File: src/rtl/mul16_seq.sv
// 2H x 2H unsigned multiply sequencer. Drives one external H x H multiplier
// with one pair of operand halves per cycle (S0..S3) and accumulates the
// partial products into a 4H-bit result. Handshake: start in, busy/done out.
module mul16_seq #(
    parameter int H = 8
) (
    input  logic           clk,
    input  logic           rst,
    input  logic           start,
    input  logic [2*H-1:0] op_a,
    input  logic [2*H-1:0] op_b,
    output logic           busy,
    output logic           done,
    output logic [4*H-1:0] p,
    output logic [H-1:0]   mul_a,
    output logic [H-1:0]   mul_b,
    input  logic [2*H-1:0] mul_c
);

    typedef enum logic [2:0] {
        IDLE = 3'd0,
        S0   = 3'd1,
        S1   = 3'd2,
        S2   = 3'd3,
        S3   = 3'd4,
        DONE = 3'd5
    } state_t;

    state_t         state;
    state_t         state_nxt;
    logic [2*H-1:0] ra;
    logic [2*H-1:0] rb;
    logic [4*H-1:0] acc;
    logic [4*H-1:0] c_ext;
    logic           accept;

    // Partial product zero-extended to the accumulator width before shifting.
    assign c_ext  = {{(2*H){1'b0}}, mul_c};

    // A new job is taken only when no job is in flight.
    assign accept = start && ((state == IDLE) || (state == DONE));

    // State register.
    // NOTE: sequential state uses non-blocking (<=) so every flop samples
    // pre-edge values; blocking here would create order-dependent races.
    always_ff @(posedge clk or negedge rst) begin
        if (!rst) begin
            state <= IDLE;
        end else begin
            state <= state_nxt;
        end
    end

    // Next-state logic: fixed four-step walk, re-launch from DONE if start is held.
    // NOTE: state_nxt gets a default before the case so no path leaves it
    // unassigned, which would otherwise infer a latch.
    always_comb begin
        state_nxt = state;
        case (state)
            IDLE:    state_nxt = start ? S0 : IDLE;
            S0:      state_nxt = S1;
            S1:      state_nxt = S2;
            S2:      state_nxt = S3;
            S3:      state_nxt = DONE;
            DONE:    state_nxt = start ? S0 : IDLE;
            default: state_nxt = IDLE;
        endcase
    end

    // Outputs decoded from the state register and latched operands only.
    always_comb begin
        busy  = 1'b0;
        done  = 1'b0;
        mul_a = '0;
        mul_b = '0;
        case (state)
            S0: begin
                busy  = 1'b1;
                mul_a = ra[H-1:0];
                mul_b = rb[H-1:0];
            end
            S1: begin
                busy  = 1'b1;
                mul_a = ra[2*H-1:H];
                mul_b = rb[H-1:0];
            end
            S2: begin
                busy  = 1'b1;
                mul_a = ra[H-1:0];
                mul_b = rb[2*H-1:H];
            end
            S3: begin
                busy  = 1'b1;
                mul_a = ra[2*H-1:H];
                mul_b = rb[2*H-1:H];
            end
            DONE:    done = 1'b1;
            default: ;
        endcase
    end

    // Datapath: latch operands on accept, accumulate one partial product per
    // step, and publish the product only on the S3 -> DONE edge.
    always_ff @(posedge clk or negedge rst) begin
        if (!rst) begin
            ra  <= '0;
            rb  <= '0;
            acc <= '0;
            p   <= '0;
        end else if (accept) begin
            ra  <= op_a;
            rb  <= op_b;
            acc <= '0;
        end else begin
            case (state)
                S0:      acc <= acc + c_ext;
                S1, S2:  acc <= acc + (c_ext << H);
                S3:      p   <= acc + (c_ext << (2*H));
                default: ;
            endcase
        end
    end

endmodule

File: config.mk
export PLATFORM = sky130hd
export DESIGN_NAME = mul16_seq
export DESIGN_NICKNAME = d
export VERILOG_FILES = /design/src/rtl/mul16_seq.sv
export SDC_FILE = /design/constraint.sdc
export NUM_CORES = 1
export LEC_CHECK = 0
export BUFFER_PORTS_ARGS = -buffer_cell sky130_fd_sc_hd__buf_4
export CORE_MARGIN = 1
export CORE_UTILIZATION = 55
export DETAILED_ROUTE_END_ITERATION = 7
export PLACE_DENSITY = 0.78
export SYNTH_ARGS = -nofsm -noshare
export SYNTH_HDL_FRONTEND = slang
export SYNTH_SLANG_ARGS = --single-unit
File: constraint.sdc
create_clock -name clk -period 6.2 [get_ports clk]
set_clock_uncertainty 0.2 [all_clocks]
set_input_delay 1.24 -clock clk [delete_from_list [all_inputs] [get_ports clk]]
set_output_delay 1.24 -clock clk [all_outputs]
set_load 0.02 [all_outputs]
==> results of run 1 <==
==> flip-flops by register name, summed over array words and instances (netlist names) <==
signal and count:
ra 16, rb 16, p 32, acc 32, state 3
==> stage by stage <==
stage | worst slack [ps] | power, mW
2_1_floorplan | 2659 | 2.924
3_3_place_gp | 2307 | 3.616
3_5_place_dp | 2254 | 3.703
4_1_cts | 2474 | 4.296
5_1_grt | 2330 | 4.631
6_report | 2468 | 4.306
==> worst max path at each step <==
stage	slack, ps	cells after the start	endpoint
floorplan	2660	10	acc[23]$_DFFE_PN0P_
global placement	2310	10	acc[23]$_DFFE_PN0P_
detailed placement	2250	10	acc[21]$_DFFE_PN0P_
CTS	2470	4	mul_b[2]
global route	2330	4	mul_b[0]
finish	2470	4	mul_b[2]
==> cells by family after synthesis <==
kind of cell	after synthesis	synth area share
xor+xnor	41	0.05643
mux	25	0.04286
simple gates	266	0.1895
buf+inv	35	0.02359
compound gates	189	0.1964
fa+ha+maj	50	0.1018
flops	99	0.3893
==> layer usage <==
layer | up-vias | track usage | wire length, um | part of all wire
met5 | - | 0 | 0 | 0
met4 | 0 | 0.1219 | 415 | 0.025
met3 | 29 | 0.05335 | 1085 | 0.066
met2 | 217 | 0.4739 | 7536 | 0.46
met1 | 2700 | 0.3864 | 7376 | 0.45
li1 | 2720 | - | - | -
==> final cells by class <==
| type | instances | area, sq um | share of cell area |
|---|---|---|---|
| inverters | 12 | 45.04 | 0.006007 |
| repair buffers | 103 | 773.2 | 0.1031 |
| multi-input cells | 571 | 3736 | 0.4982 |
| clock inverters | 6 | 66.31 | 0.008844 |
| flip-flops and latches | 99 | 2477 | 0.3304 |
| clock buffers | 9 | 225.2 | 0.03004 |
| well taps | 140 | 175.2 | 0.02336 |
==> cells in the final DEF (no fill, tap or decap), types with 5 or more instances in the layout <==
| master | count |
|---|---|
| ha_1 | 47 |
| a21o_1 | 14 |
| buf_4 | 103 |
| nand3_1 | 18 |
| a21oi_1 | 42 |
| mux2i_1 | 7 |
| and4_1 | 6 |
| and3_1 | 5 |
| nor3_1 | 8 |
| a211oi_1 | 6 |
| or4_1 | 6 |
| inv_1 | 11 |
| xnor2_1 | 22 |
| o31ai_1 | 6 |
| a31oi_1 | 5 |
| nor2_1 | 23 |
| nand2_1 | 165 |
| a22o_1 | 11 |
| nand2b_1 | 11 |
| clkbuf_16 | 9 |
| xor2_1 | 19 |
| mux2_2 | 18 |
| o211ai_1 | 9 |
| dfrtp_1 | 99 |
| o21ai_0 | 39 |
| o21a_1 | 7 |
| o21ai_1 | 12 |
==> power by group <==
group | internal, mW | total, mW | leakage (nW) | switching (mW)
clock network | 0.312 | 0.567 | 0.146 | 0.255
logic | 1.05 | 2.51 | 2.24 | 1.46
registers | 0.949 | 1.23 | 1.23 | 0.278
total | 2.31 | 4.31 | 3.62 | 2.00
==> critical path, delay by kind of cell, from the launching register on <==
family,cells,cell delay (ps)
AO/OA/AOI/OAI,2,910
buffers and inverters,2,480
flip-flops,1,550
==> flow_summary.json, run 1 <==
{
  "dieWidth_um": 109.6,
  "layout_min_cycle_time_ps": 3732,
  "reg2reg_from": "acc[8]$_DFFE_PN0P_",
  "maxSlewHeadroom": 0.2381,
  "synthTopCellsByArea": "dfrtp_1 39%, nand2_1 9.7%, ha_1 9.2%",
  "hold_ws_ps": 278.5,
  "die_height_um": 109.6,
  "antenna_found_initial": 0,
  "fin_tns_setup_ps": 0,
  "p_per_area_nw_per_um2": 574.2,
  "cts_buffers": 9,
  "ctsResizeCount": 0,
  "rsz0062_at_grt": "false",
  "async_flop_share": 1.000,
  "ios": 101,
  "worst_ep_arrival_time_ps": 2290,
  "setup.worst_path.start": "state[1]$_DFF_PN0_",
  "cap_violations": 0,
  "final_cells": 940,
  "place_congestion": 0.9632,
  "dieArea_sq_um": 12000,
  "grt_use_total": 0.2928,
  "p_leak_nw": 3.618,
  "drtAntennaViolNets": 0,
  "critPathMaxFanout": 9,
  "cp-start-kind": "flip-flop",
  "first_pass_iters": 5,
  "hold_depth": 2,
  "path_class": "reg2out",
  "cp_slowest_cell": "o21ai_1",
  "fill_cells": 916,
  "cts_buffer_depth": 2,
  "h-tree-depth": 3,
  "num_vias": 5666,
  "ys_seq_elements": 99,
  "synth_most_common_cell": "nand2_1",
  "synthFlopType": "dfrtp_1",
  "routed_wl_mm": 16.41,
  "critPathRequiredTime_ps": 4760,
  "syn_to_final_growth_pct": 17.83,
  "layout-drive-gt1-share": 0.1875,
  "antennaDiodeCount": 0,
  "synthTopCellsByCount": "165 x nand2_1, 99 x dfrtp_1, 47 x ha_1, 42 x a21oi_1, 39 x o21ai_0",
  "clock_latency_ps": 350,
  "ir_drop_mv": 0.3752,
  "hold_buffers": 0,
  "grt-ovfl-total": 0,
  "hold_path_class": "reg2reg",
  "hold_viol_final": 0,
  "path_cells": "clkinv_1, o21ai_1, a22o_1, buf_4",
  "holdPathEnd": "p[21]$_DFFE_PN0P_",
  "drc_errors": 0,
  "setup_viol": 0,
  "num_rows": 38,
  "rr_endpoint": "acc[30]$_DFFE_PN0P_",
  "avgViaCountPerCell": 6.028,
  "finalMaxSlewViolations": 0,
  "grt_pass1_wl_mm": 26.68,
  "synth_warnings": 0,
  "post_cts_buffers": 0,
  "placed_cells": 925,
  "dp_hpwl_mm": 12.19,
  "clkTransAtPathRegs_ps": 70,
  "place_area_sq_um": 7207,
  "initial_core_util": 0.5744,
  "synth.avg_cell_area_sq_um": 9.026,
  "rrSetupSlack_ps": 3100,
  "synth_edf_count": 0,
  "ys_types": 69,
  "fin_crit_sh": 0.6019,
  "fmax_ghz": 0.2680,
  "worstMarginPinSlew_ps": 1140,
  "io_buffers": 100,
  "hold_start": "p[21]$_DFFE_PN0P_",
  "cts_tree": "built",
  "yosysSeqAreaShare": 0.3893,
  "synth.largest_area_cell": "dfrtp_1",
  "final_util": 0.6769,
  "final_cell_area_sq_um": 7498,
  "critPathMaxStageDelay_ps": 640,
  "dr.first_iter.drc_count": 398,
  "root_buffer": "clkbuf_16",
  "mappedNetlistNets": 806,
  "synth_top_area_share": 0.3893,
  "core_area_sq_um": 11080,
  "endpoint_kind": "primary output",
  "nNetsFinal": 897,
  "rr_worst_depth": 10,
  "grt_pass1_vias": 5430,
  "outcome": "completed",
  "grt_start_max_net_pins": 62,
  "syn-instance-count": 705,
  "cts.sinks": 99,
  "wire_per_inst_um": 17.46,
  "syn-cell-area_sq_um": 6364
}
No activity file was read; power rests on OpenSTA's default activity.
==> inputs of run 2 (changes only) <==
ABC_AREA = 1   (was not set)
CORE_UTILIZATION = 53   (was 55)
PLACE_DENSITY = 0.77   (was 0.78)
clock period = 3.2 ns   (was 6.2 ns; I/O delays follow)
==> flow_summary.json, run 2 <==
{
  "drtAntennaViolNets": 0,
  "seqCellArea_sq_um": 2477,
  "worstMarginPinSlew_ps": 641.1,
  "cap_violations": 0,
  "fin_tns_setup_ps": 0,
  "synth.avg_cell_area_sq_um": 6.684,
  "syn_to_final_growth_pct": 16.48,
  "clkTransAtPathRegs_ps": 70,
  "synth_most_common_cell": "nand2_1",
  "antenna_found_initial": 0,
  "wire_per_inst_um": 15.35,
  "maxSlewHeadroom": 0.5726,
  "grt_start_max_net_pins": 54,
  "cts_buffers": 9,
  "ir_drop_mv": 0.5626,
  "setup_viol": 0,
  "ios": 101,
  "io_buffers": 100,
  "routed_wl_mm": 21.41,
  "dieArea_sq_um": 14520,
  "multi_input_area_sq_um": 4313,
  "synth_top_area_share": 0.3330,
  "hold_path_class": "in2async",
  "worst_ep_arrival_time_ps": 1860,
  "path_class": "reg2out",
  "outcome": "completed",
  "dr.first_iter.drc_count": 618,
  "die_height_um": 120.5,
  "final_cell_mix": "420 x nand2_1, 138 x inv_1, 109 x buf_4",
  "fin_crit_sh": 0.8427,
  "fill_cells": 1308,
  "drc_errors": 0,
  "finalMaxSlewViolations": 0,
  "dieWidth_um": 120.5,
  "grt_pass1_vias": 7069,
  "cp-start-kind": "flip-flop",
  "mappedNetlistNets": 1214,
  "p_per_area_nw_per_um2": 994.0,
  "avgViaCountPerCell": 5.427,
  "synth_edf_count": 0,
  "ys_seq_elements": 99,
  "num_rows": 42,
  "layout_min_cycle_time_ps": 2697,
  "grt-ovfl-total": 0,
  "grt_pass1_wl_mm": 34.62,
  "endpoint_kind": "primary output",
  "synth_warnings": 0,
  "root_buffer": "clkbuf_16",
  "reg_top3": "acc x32, p x32",
  "fmax_ghz": 0.3708,
  "post_cts_buffers": 0,
  "initial_core_util": 0.5530,
  "first_pass_iters": 6,
  "core_area_sq_um": 13450,
  "critPathRequiredTime_ps": 2360,
  "async_flop_share": 1.000,
  "syn-cell-area_sq_um": 7440,
  "num_vias": 7571,
  "place_area_sq_um": 8386,
  "ys_types": 45,
  "synthTopCellsByArea": "dfrtp_1 33%, nand2_1 21%, ha_1 7.9%",
  "hold_viol_final": 0,
  "syn-instance-count": 1113,
  "layout-drive-gt1-share": 0.1288,
  "place_congestion": 1.045,
  "p_leak_nw": 4.768,
  "dp_hpwl_mm": 16.82,
  "synth.largest_area_cell": "dfrtp_1",
  "hold_buffers": 0,
  "synthFlopType": "dfrtp_1",
  "final_common_cell": "nand2_1",
  "h-tree-depth": 3,
  "clock_latency_ps": 360,
  "antennaDiodeCount": 0,
  "yosysSeqAreaShare": 0.3330,
  "final_cell_area_sq_um": 8666,
  "cts.sinks": 99,
  "ctsResizeCount": 0,
  "rsz0062_at_grt": "false",
  "synthTopCellsByCount": "420 x nand2_1, 138 x inv_1, 99 x dfrtp_1, 74 x nor2_1, 73 x nand3_1",
  "grt_use_total": 0.3096,
  "critPathMaxFanout": 9,
  "nNetsFinal": 1315,
  "cts_buffer_depth": 2,
  "cts_tree": "built"
}
==> run 2: critical path: stages, from the launching register on <==
cell,delay (ps)
dfrtp_1,420
nor2_1,220
inv_1,80
nor2_2,170
inv_2,60
o21ai_2,180
a22o_1,220
buf_4,150
==> run 2: final cells by class <==
type,instances,share of cell area
clock inverters,4,0.003898
inverters,143,0.06194
clock buffers,12,0.02844
flip-flops and latches,99,0.2859
repair buffers,110,0.09674
well taps,176,0.02541
multi-input cells,851,0.4977
==> run 2: kinds of logic (layout without fill, tap and decap cells) <==
family                     count (synthesis)  after routing  synth area share
and+or+nand+nor                          630            630            0.3581
buffers and inverters                    163            269           0.08729
AOI/OAI and AO/OA                        156            156            0.1169
DFF                                       99             99            0.3330
adders and majority gates                 50             50           0.08712
xor gates and xnor gates                  15             15           0.01766
==> run 2: path summary, 6_finish.rpt <==
kind,start,to,slack (ps),cells past startpoint
max in group asynchronous,rst,acc[16]$_DFFE_PN0P_,2010,2
worst max-delay path,state[0]$_DFF_PN0_,mul_b[6],500,7
worst min register to register,ra[1]$_DFFE_PN0P_,ra[1]$_DFFE_PN0P_,270,2
worst max register to register,acc[16]$_DFFE_PN0P_,p[26]$_DFFE_PN0P_,620,12
min in group clk,ra[1]$_DFFE_PN0P_,ra[1]$_DFFE_PN0P_,270,2
worst min-delay path,rst,p[4]$_DFFE_PN0P_,90,1
==> run 2: where the power goes <==
group          internal, mW  total (mW)  switching [mW]
Sequential             1.82        2.29           0.473
Clock                 0.556        1.05           0.493
Combinational          1.88        5.28            3.40
==> run 2: metal layers <==
metal,GRT usage,wire length (um)
met1,0.4219,9400
met2,0.4838,9461
met3,0.04717,1735
met4,0.1443,813
met5,0,0
==> run 2: metrics by stage <==
step	util	instances	setup WS, ps	total power, mW	hold slack, ps
3_5_place_dp	0.6233	1379	450.3	7.510	259.4
6_report	0.6442	1395	503.2	8.614	85.51
2_1_floorplan	-	1113	786.5	5.824	144.4
3_3_place_gp	0.6233	1379	501.3	7.435	255.8
4_1_cts	0.6442	1395	500.8	8.584	122.4
5_1_grt	0.6442	1395	293.5	9.377	157.5
==> inputs of run 3 (changes only) <==
clock period = 2.3 ns   (was 3.2 ns; I/O delays follow)
==> flow_summary.json, run 3 (same netlist as run 2, synthesis figures left out) <==
{
  "outcome": "finished, violations left",
  "violations": "negative setup slack",
  "first_pass_iters": 7,
  "final_common_cell": "nand2_1",
  "reg_top3": "acc x32, p x32",
  "num_rows": 42,
  "drtAntennaViolNets": 0,
  "setup_viol": 16,
  "wire_per_inst_um": 16.69,
  "grt_pass1_wl_mm": 37.96,
  "fill_cells": 1139,
  "core_area_sq_um": 13450,
  "dieWidth_um": 120.5,
  "layout-drive-gt1-share": 0.2427,
  "critPathMaxFanout": 9,
  "avgViaCountPerCell": 5.449,
  "worstMarginPinSlew_ps": 473.7,
  "path_delay_family": "compound AO/OA/AOI/OAI gates",
  "layout_min_cycle_time_ps": 2484,
  "hold_start": "op_b[12]",
  "worst_ep_arrival_time_ps": 1820,
  "rsz0062_at_grt": "true",
  "cap_violations": 0,
  "drc_errors": 0,
  "antennaDiodeCount": 0,
  "final_cell_mix": "403 x nand2_1, 197 x buf_4, 138 x inv_1",
  "final_cell_area_sq_um": 9813,
  "antenna_found_initial": 0,
  "grt_use_total": 0.3400,
  "reg2reg_from": "acc[16]$_DFFE_PN0P_",
  "num_vias": 8097,
  "cts_tree": "built",
  "syn_to_final_growth_pct": 31.90,
  "setup.worst_path.start": "state[2]$_DFF_PN0_",
  "cts_buffers": 9,
  "cts.sinks": 99,
  "grt-ovfl-total": 0,
  "p_total_mw": 13.86,
  "dp_hpwl_mm": 19.40,
  "ios": 101,
  "path_class": "reg2out",
  "cts_buffer_depth": 2,
  "finalMaxSlewViolations": 0,
  "critical_path.n_buffers_inverters": 2,
  "dr.first_iter.drc_count": 657,
  "multi_input_area_sq_um": 4718,
  "nNetsFinal": 1406,
  "path_cells": "nor2_4, inv_1, o21ai_4, a22o_1, buf_4",
  "rrSetupSlack_ps": 70,
  "p_leak_nw": 5.241,
  "io_buffers": 100,
  "seqCellArea_sq_um": 2486,
  "fin_crit_sh": 1.080,
  "root_buffer": "clkbuf_16",
  "endpoint_kind": "primary output",
  "h-tree-depth": 3,
  "grt_pass1_vias": 7401,
  "ir_drop_mv": 0.9736,
  "hold_viol_final": 0,
  "fmax_ghz": 0.4025,
  "dieArea_sq_um": 14520,
  "hold_path_class": "in2reg",
  "cp_slowest_cell": "dfrtp_2",
  "place_congestion": 1.004,
  "clkTransAtPathRegs_ps": 70,
  "routed_wl_mm": 24.81,
  "grt_start_max_net_pins": 53,
  "critPathMaxStageDelay_ps": 480,
  "initial_core_util": 0.5530,
  "clock_latency_ps": 360,
  "maxSlewHeadroom": 0.6842,
  "place_area_sq_um": 9059,
  "p_per_area_nw_per_um2": 1412,
  "critPathRequiredTime_ps": 1640,
  "cp-start-kind": "flip-flop",
  "finalWorstSetupSlack_ps": -184.2,
  "die_height_um": 120.5
}
[run 3: path summary, 6_finish.rpt]
| path | cells past startpoint | endpoint |
|---|---|---|
| max in group asynchronous | 3 | acc[21]$_DFFE_PN0P_ |
| min in group asynchronous | 2 | p[3]$_DFFE_PN0P_ |
| worst max-delay path | 5 | mul_b[0] |
| worst min register to register | 2 | ra[4]$_DFFE_PN0P_ |
| worst max register to register | 12 | p[30]$_DFFE_PN0P_ |
| worst min-delay path | 3 | rb[12]$_DFFE_PN0P_ |
[run 3: layout make-up]
type / count / share of cell area
Clock buffer: 11 / 0.02576
Clock inverter: 5 / 0.006630
Inverter: 143 / 0.05521
Multi-Input combinational cell: 852 / 0.4808
Sequential cell: 99 / 0.2533
Tap cell: 176 / 0.02244
Timing Repair Buffer: 200 / 0.1558
[run 3: per-stage QoR]
| stage | hold WS, ps | setup TNS (ps) | cells | setup WS, ps | utilization |
|---|---|---|---|---|---|
| after floorplan | -35.59 | 0 | 1113 | 66.48 | - |
| after global placement | 201.8 | -2065 | 1467 | -203.4 | 0.6734 |
| after detailed placement | 206.8 | -2735 | 1467 | -210.6 | 0.6734 |
| after CTS | 90.56 | -2019 | 1485 | -143.4 | 0.7017 |
| after global routing | 98.48 | -4021 | 1486 | -272.8 | 0.7294 |
| final | 87.39 | -2602 | 1486 | -184.2 | 0.7294 |
[run 3: routing by layer]
layer,GRT usage,routed length [um]
met1,0.4665,10870
met2,0.5356,11240
met3,0.04858,1764
met4,0.1458,928
met5,0,0
[run 3: worst min-delay path: cells and delay by family]
| family | cells | cell delay [ps] |
|---|---|---|
| and+or+nand+nor | 2 | 90 |
| buffers and inverters | 1 | 70 |
[run 3: where the power goes]
group,total [mW],internal (mW),switching [mW]
combinational,9.00,3.61,5.39
sequential,3.21,2.54,0.669
clock,1.65,0.918,0.731
[run 3: timing repair]
action	4_1_cts	5_1_grt
buffers inserted	0	1
pin swaps	2	6
gates resized for setup	14	75
cloned	1	0
hold endpoints to repair	27	0
endpoints found under the setup margin	21	45
hold buffers	1	0
